### config.mk
export PLATFORM = sky130hd
export DESIGN_NAME = task_graph_scheduler
export DESIGN_NICKNAME = d
export VERILOG_FILES = /design/src/rtl/task_map_pkg.sv /design/src/rtl/rr_arbiter.sv /design/src/rtl/task_graph_scheduler.sv
export SDC_FILE = /design/constraint.sdc
export NUM_CORES = 1
export LEC_CHECK = 0
export BUFFER_PORTS_ARGS = -buffer_cell sky130_fd_sc_hd__clkbuf_2
export CAP_MARGIN = 20
export CORE_ASPECT_RATIO = 1.1
export CORE_UTILIZATION = 34
export CTS_BUF_LIST = sky130_fd_sc_hd__clkbuf_4 sky130_fd_sc_hd__clkbuf_8
export CTS_CLUSTER_DIAMETER = 30
export DETAILED_ROUTE_END_ITERATION = 8
export PLACE_DENSITY_LB_ADDON = 0.15
export SETUP_SLACK_MARGIN = 0.1
export SLEW_MARGIN = 20
export SYNTH_ARGS = -nofsm -noshare
export SYNTH_HDL_FRONTEND = slang
export SYNTH_SLANG_ARGS = --single-unit
export TNS_END_PERCENT = 100
### constraint.sdc
create_clock -name clk -period 3 [get_ports clk]
set_clock_uncertainty 0.2 [all_clocks]
set_input_delay 0.45 -clock clk [delete_from_list [all_inputs] [get_ports clk]]
set_output_delay 0.45 -clock clk [all_outputs]
set_load 0.02 [all_outputs]
### src/rtl/task_map_pkg.sv
// Shared types and helpers for the task-graph scheduler: FSM state encoding,
// default geometry and the {app,row,col} graph-memory address packing.
package task_map_pkg;

    typedef enum logic [2:0] {
        S_IDLE,
        S_ARB,
        S_STREAM,
        S_END,
        S_GAP
    } state_t;

    localparam int DEF_NUM_V   = 4;
    localparam int DEF_NUM_APP = 4;
    localparam int DEF_W       = 32;

    // vb is the bit width of one matrix index; the caller truncates to its address width.
    function automatic logic [31:0] pack_addr(input logic [31:0] app,
                                              input logic [31:0] row,
                                              input logic [31:0] col,
                                              input int          vb);
        return (app << (2 * vb)) | (row << vb) | col;
    endfunction

endpackage

### src/rtl/rr_arbiter.sv
// Combinational round-robin pick: the first asserted request at or after
// i_ptr (wrapping) wins; the pointer register is owned by the parent.
module rr_arbiter
    import task_map_pkg::*;
#(
    parameter  int NUM_APP = DEF_NUM_APP,
    localparam int AB      = $clog2(NUM_APP)
) (
    input  logic [NUM_APP-1:0] i_req,
    input  logic [AB-1:0]      i_ptr,
    output logic [NUM_APP-1:0] o_grant
);

    logic [AB-1:0] w_idx;
    logic          w_found;

    // Index arithmetic wraps naturally because NUM_APP is a power of two.
    always_comb begin
        o_grant = '0;
        w_idx   = '0;
        w_found = 1'b0;
        for (int i = 0; i < NUM_APP; i++) begin
            w_idx = i_ptr + AB'(i);
            if (!w_found && i_req[w_idx]) begin
                o_grant[w_idx] = 1'b1;
                w_found        = 1'b1;
            end
        end
    end

endmodule

### src/rtl/task_graph_scheduler.sv
// Round-robin scheduler that streams each granted application's adjacency
// matrix from graph memory into task_mapper, two cycles per entry.
module task_graph_scheduler
    import task_map_pkg::*;
#(
    parameter  int NUM_V   = DEF_NUM_V,
    parameter  int NUM_APP = DEF_NUM_APP,
    parameter  int W       = DEF_W,
    localparam int VB      = $clog2(NUM_V),
    localparam int AB      = $clog2(NUM_APP),
    localparam int KW      = 2 * VB,
    localparam int MAW     = AB + KW
) (
    input  logic               clk,
    input  logic               rst_b,
    input  logic [NUM_APP-1:0] app_req,
    output logic [NUM_APP-1:0] app_grant,
    output logic [NUM_APP-1:0] app_done,
    output logic               mem_rd_en,
    output logic [MAW-1:0]     mem_addr,
    input  logic [W-1:0]       mem_rd_data,
    output logic [W-1:0]       task_array,
    output logic [VB-1:0]      row,
    output logic [VB-1:0]      col,
    output logic               root_task,
    output logic               app_end,
    output logic               busy
);

    localparam logic [KW-1:0] K_LAST = '1;

    state_t             r_state;
    state_t             w_state_nxt;
    logic [AB-1:0]      r_ptr;
    logic [AB-1:0]      r_app;
    logic [KW-1:0]      r_k;
    logic               r_ph;
    logic               r_pre;
    logic               r_seen;
    logic               r_root;
    logic [W-1:0]       r_data;

    logic [NUM_APP-1:0] w_gnt;
    logic [AB-1:0]      w_gidx;
    logic [KW-1:0]      w_k1;
    logic               w_any;
    logic               w_cap;

    assign w_any = |app_req;
    assign w_k1  = r_k + 1'b1;

    rr_arbiter #(
        .NUM_APP (NUM_APP)
    ) u_arb (
        .i_req   (app_req),
        .i_ptr   (r_ptr),
        .o_grant (w_gnt)
    );

    always_comb begin
        w_gidx = '0;
        for (int i = 0; i < NUM_APP; i++) begin
            if (w_gnt[i]) w_gidx = AB'(i);
        end
    end

    // Entry k is shown for two cycles; its successor is read in the first of
    // them and captured in the second, so the stream has no bubbles.
    always_comb begin
        w_state_nxt = r_state;
        w_cap       = 1'b0;
        app_grant   = '0;
        app_done    = '0;
        mem_rd_en   = 1'b0;
        mem_addr    = '0;
        task_array  = '0;
        row         = '0;
        col         = '0;
        root_task   = 1'b0;
        app_end     = 1'b0;
        busy        = (r_state != S_IDLE);
        case (r_state)
            S_IDLE: begin
                if (w_any) w_state_nxt = S_ARB;
            end
            S_ARB: begin
                if (w_any) begin
                    app_grant   = w_gnt;
                    mem_rd_en   = 1'b1;
                    mem_addr    = MAW'(pack_addr(32'(w_gidx), 32'd0, 32'd0, VB));
                    w_state_nxt = S_STREAM;
                end else begin
                    w_state_nxt = S_IDLE;
                end
            end
            S_STREAM: begin
                if (r_pre) begin
                    w_cap = 1'b1;
                end else begin
                    task_array = r_data;
                    row        = r_k[KW-1:VB];
                    col        = r_k[VB-1:0];
                    root_task  = r_root;
                    if (!r_ph) begin
                        if (r_k != K_LAST) begin
                            mem_rd_en = 1'b1;
                            mem_addr  = MAW'(pack_addr(32'(r_app), 32'(w_k1[KW-1:VB]),
                                                       32'(w_k1[VB-1:0]), VB));
                        end
                    end else if (r_k != K_LAST) begin
                        w_cap = 1'b1;
                    end else begin
                        w_state_nxt = S_END;
                    end
                end
            end
            S_END: begin
                app_end         = 1'b1;
                app_done[r_app] = 1'b1;
                w_state_nxt     = S_GAP;
            end
            S_GAP: begin
                w_state_nxt = S_ARB;
            end
            default: w_state_nxt = S_IDLE;
        endcase
    end

    always_ff @(posedge clk or negedge rst_b) begin
        if (!rst_b) begin
            r_state <= S_IDLE;
            r_ptr   <= '0;
            r_app   <= '0;
            r_k     <= '0;
            r_ph    <= 1'b0;
            r_pre   <= 1'b0;
            r_seen  <= 1'b0;
            r_root  <= 1'b0;
        end else begin
            r_state <= w_state_nxt;
            if (r_state == S_ARB && w_any) begin
                r_ptr  <= w_gidx + 1'b1;
                r_app  <= w_gidx;
                r_k    <= '0;
                r_ph   <= 1'b0;
                r_pre  <= 1'b1;
                r_seen <= 1'b0;
            end
            if (r_state == S_STREAM) begin
                if (r_pre) begin
                    r_pre <= 1'b0;
                end else if (r_ph) begin
                    r_ph <= 1'b0;
                    r_k  <= w_k1;
                end else begin
                    r_ph <= 1'b1;
                end
            end
            // Root marks only the first nonzero weight of the application.
            if (w_cap) begin
                r_root <= (mem_rd_data != '0) && !r_seen;
                r_seen <= r_seen | (mem_rd_data != '0);
            end
        end
    end

    // Weight register is never visible outside STREAM, so it needs no reset.
    always_ff @(posedge clk) begin
        if (w_cap) r_data <= mem_rd_data;
    end

endmodule

==> summary.txt <==
Run status
  • Outcome: finished with violations
  • Failing checks: setup timing

Floorplan
  • Die area: 0.00751 sq mm
  • Initial Util: a little over a third
  • Num rows: 32
  • Horiz. Die Dim: 82.7 um
  • Core box area: 0.00697 sq mm
  • Die Y: approximately 90 um
  • IO Count: 92

Synthesis
  • Async SR Flop Fraction: 31.9%
  • Synth Warn #: 0
  • Post-synth top flop: edfxtp_1
  • Number of synthesized flops with an enable pin: 32
  • Post-Syn Area: 0.00244 sq mm
  • Netlist cell types: between 40 and 50
  • Syn Inst Count: between 200 and 250
  • Avg Synthesized Cell Area: 11.7 sq um
  • #FFs+latches synth: 47
  • Syn_nets: around 250
  • Seq/Total Area, Yosys: 54.8%

STA
  • Final setup TNS: -0.928 ns
  • RSZ-0062 raised after global routing: true
  • Hold_ws: between 0.1 and 0.15 ns
  • Hold Fails Final Rpt: 0
  • Fin crit share: 108%
  • PnR worst setup slack: -0.246 ns
  • Relative slew margins: 70.9%
  • Slew @ Worst Pin: 0.433 ns
  • Min Clock Period, post-route: approximately 3.2 ns
  • Setup violations, final: 6
  • FMAX: 308 MHz
  • Max-slew violations: 0

Critical path
  • Critical path class: flop to output pin
  • CP max FO: 3
  • Arrival @ worst endpoint: about 2.6 ns
  • Crit start category: flop
  • Crit path required time: between 2 and 2.5 ns
  • Worst r2r path cells: 12
  • Worst Setup End Kind: output pin

Drt
  • DR vias/cell: 4.92
  • Total number of vias: roughly 2000
  • First-pass DRT Iterations: 4
  • WL final: ~5400 um
  • DRT iter0 DRCs: 33
  • Detail Route Antenna Nets: 0
  • Routed wire length per instance: 13.4 um
  • # DRC: 0

Run
  • Max_cap viols: 0

Global route
  • Vias in the first global route: 1812
  • Total gr overflow: 0
  • Largest net degree at the start of global routing: 34
  • Global-route wire length before repair: 8280 um
  • Gr usage total: between 10% and 20%
  • Initial antenna violation count: 0

Place
  • Placed cells: slightly below 400
  • DP HPWL: 4000 um
  • Worst slack at placement: -0.0195 ns
  • I/O Buffers: between 90 and 100
  • Routability Congestion: 0.692

Cells and area
  • Fin nets: about 370
  • Final Non-Filler Cells: approximately 410
  • ANT cells: 0
  • Area Growth Syn to Fin: 35.8%
  • Share of layout cells above drive strength 1: 45.9%

Clock tree
  • TritonCTS clock tree: yes
  • CTS buffer count: 5
  • Latest clock arrival within the worst-skew pair: approximately 0.30 ns
  • CTS Buffer Depth: 2
  • CTS Sinks: 47
  • CTS Root Cell: clkbuf_8
  • Worst-path clk slew: 0.09 ns
  • # H-tree levels: 2

Power and ir drop
  • Pwr/cell area: around 950 mW/mm^2
  • Peak VDD IR: 0.463 mV
  • Leakage: 1.50 nW

Min path
  • Hold WC Path Type: input port to flop
  • Hold Path Depth: 1
## Yosys cell counts, types with 2 or more instances
library cell | number | area (sq um)
nand3_1 | 9 | 45.0
a221oi_1 | 2 | 17.5
a21oi_1 | 4 | 20.0
edfxtp_1 | 32 | 961
and2_1 | 38 | 238
nor3_1 | 2 | 10.0
o21ai_0 | 9 | 45.0
and3b_1 | 3 | 26.3
inv_1 | 5 | 18.8
mux4_1 | 2 | 52.6
ha_1 | 8 | 100
nand4_1 | 2 | 12.5
a21o_1 | 2 | 15.0
nand2_1 | 19 | 71.3
and3_1 | 2 | 12.5
nor2_1 | 10 | 37.5
mux2_2 | 3 | 33.8
nor4_1 | 9 | 56.3
dfrtp_1 | 15 | 375
clkbuf_1 | 8 | 30.0
mux4_2 | 2 | 45.0
buf_6 | 2 | 22.5
## logic make-up after synthesis
| logic type | count (synthesis) | share of synthesized area, % |
|---|---|---|
| simple gates | 103 | 24.7 |
| flops | 47 | 54.8 |
| compound gates | 25 | 6.88 |
| buf+inv | 15 | 2.93 |
| mux | 8 | 5.80 |
| fa+ha+maj | 8 | 4.11 |
| xor+xnor | 2 | 0.719 |
## layout make-up
type	instances	area, sq um
fill	684	3660
sequential	47	1340
multi-input combinational	146	1080
timing repair buffer	114	678
tap	85	106
clock buffer	5	68.8
clock inverter	3	20.0
inverter	5	18.8
## layer usage
layer	up-vias	GRT usage [%]	wire (um)
met4	0	5.17	70
met5	-	0	0
met1	958	16.6	2170
met2	53	25.8	2880
met3	4	3.94	295
li1	976	-	-
## metrics by stage
step	area (sq um)	utilization, %	power [W]
2_1_floorplan	2460	-	0.00205
6_report	3310	47.5	0.00314
3_5_place_dp	3080	44.1	0.00257
5_1_grt	3310	47.5	0.00336
3_3_place_gp	3080	44.1	0.00255
4_1_cts	3280	47.1	0.00311
## layout by cell type, fill, tap and decap left out, types with 2 or more instances in the layout
cell        instances
and2_1             38
inv_2               2
dfrtp_1            15
nand2_1            18
o21ai_2             2
buf_4              20
nand3_1             9
a21oi_1             4
and3b_1             3
clkbuf_8            7
o21ai_0             7
mux4_2              4
nor2_1              6
clkbuf_2           86
inv_1               3
nand4_1             2
ha_1                7
edfxtp_1           32
nor2_4              2
nor3_1              2
nor2_2              2
a21o_1              2
and3_1              2
clkinvlp_4          2
nor4_1              9
mux2_2              3
buf_6               4
## critical path, stage by stage (launching register included)
cell	delay, ns
dfrtp_1	0.36
inv_2	0.06
ha_4	0.27
mux4_2	0.56
buf_6	0.16
buf_6	0.11
nand2_2	0.05
o21a_1	0.13
and3_4	0.20
a21oi_1	0.07
a21o_1	0.17
clkbuf_2	0.15
## where the power goes
part	total, W	leakage, nW	internal (W)	switching (W)
clock	0.000371	0.0402	0.000162	0.000209
sequential	0.00101	0.486	0.000904	0.000101
combinational	0.00176	0.975	0.000806	0.000958
## repair_timing
item | CTS | global route
endpoints found under the setup margin | 25 | 19
gates resized for setup | 17 | 7
pin swaps | 7 | 5
setup buffers | 6 | 2
hold endpoints to repair | 15 | 0
hold buffers | 1 | 0
## path summary, 6_finish.rpt
| check | start | to | slack (ns) |
|---|---|---|---|
| setup / recovery | r_ptr[1] | mem_addr[5] | -0.25 |
| hold / removal | mem_rd_data[3] | r_data[3] | 0.14 |
| setup reg to reg | r_ptr[1] | r_ptr[1] | 0.26 |
| hold reg to reg | r_seen | r_root | 0.29 |
| max in group asynchronous | rst_b | r_app[1] | 1.91 |
| min in group asynchronous | rst_b | r_k[3] | 0.41 |
## flip-flops by register name (all words and copies together) (netlist names)
name	cells
r_root	1
r_app	2
r_ph	1
r_ptr	2
r_state	3
r_data	32
r_pre	1
r_seen	1
r_k	4
No activity file was read; power rests on OpenSTA's default activity.
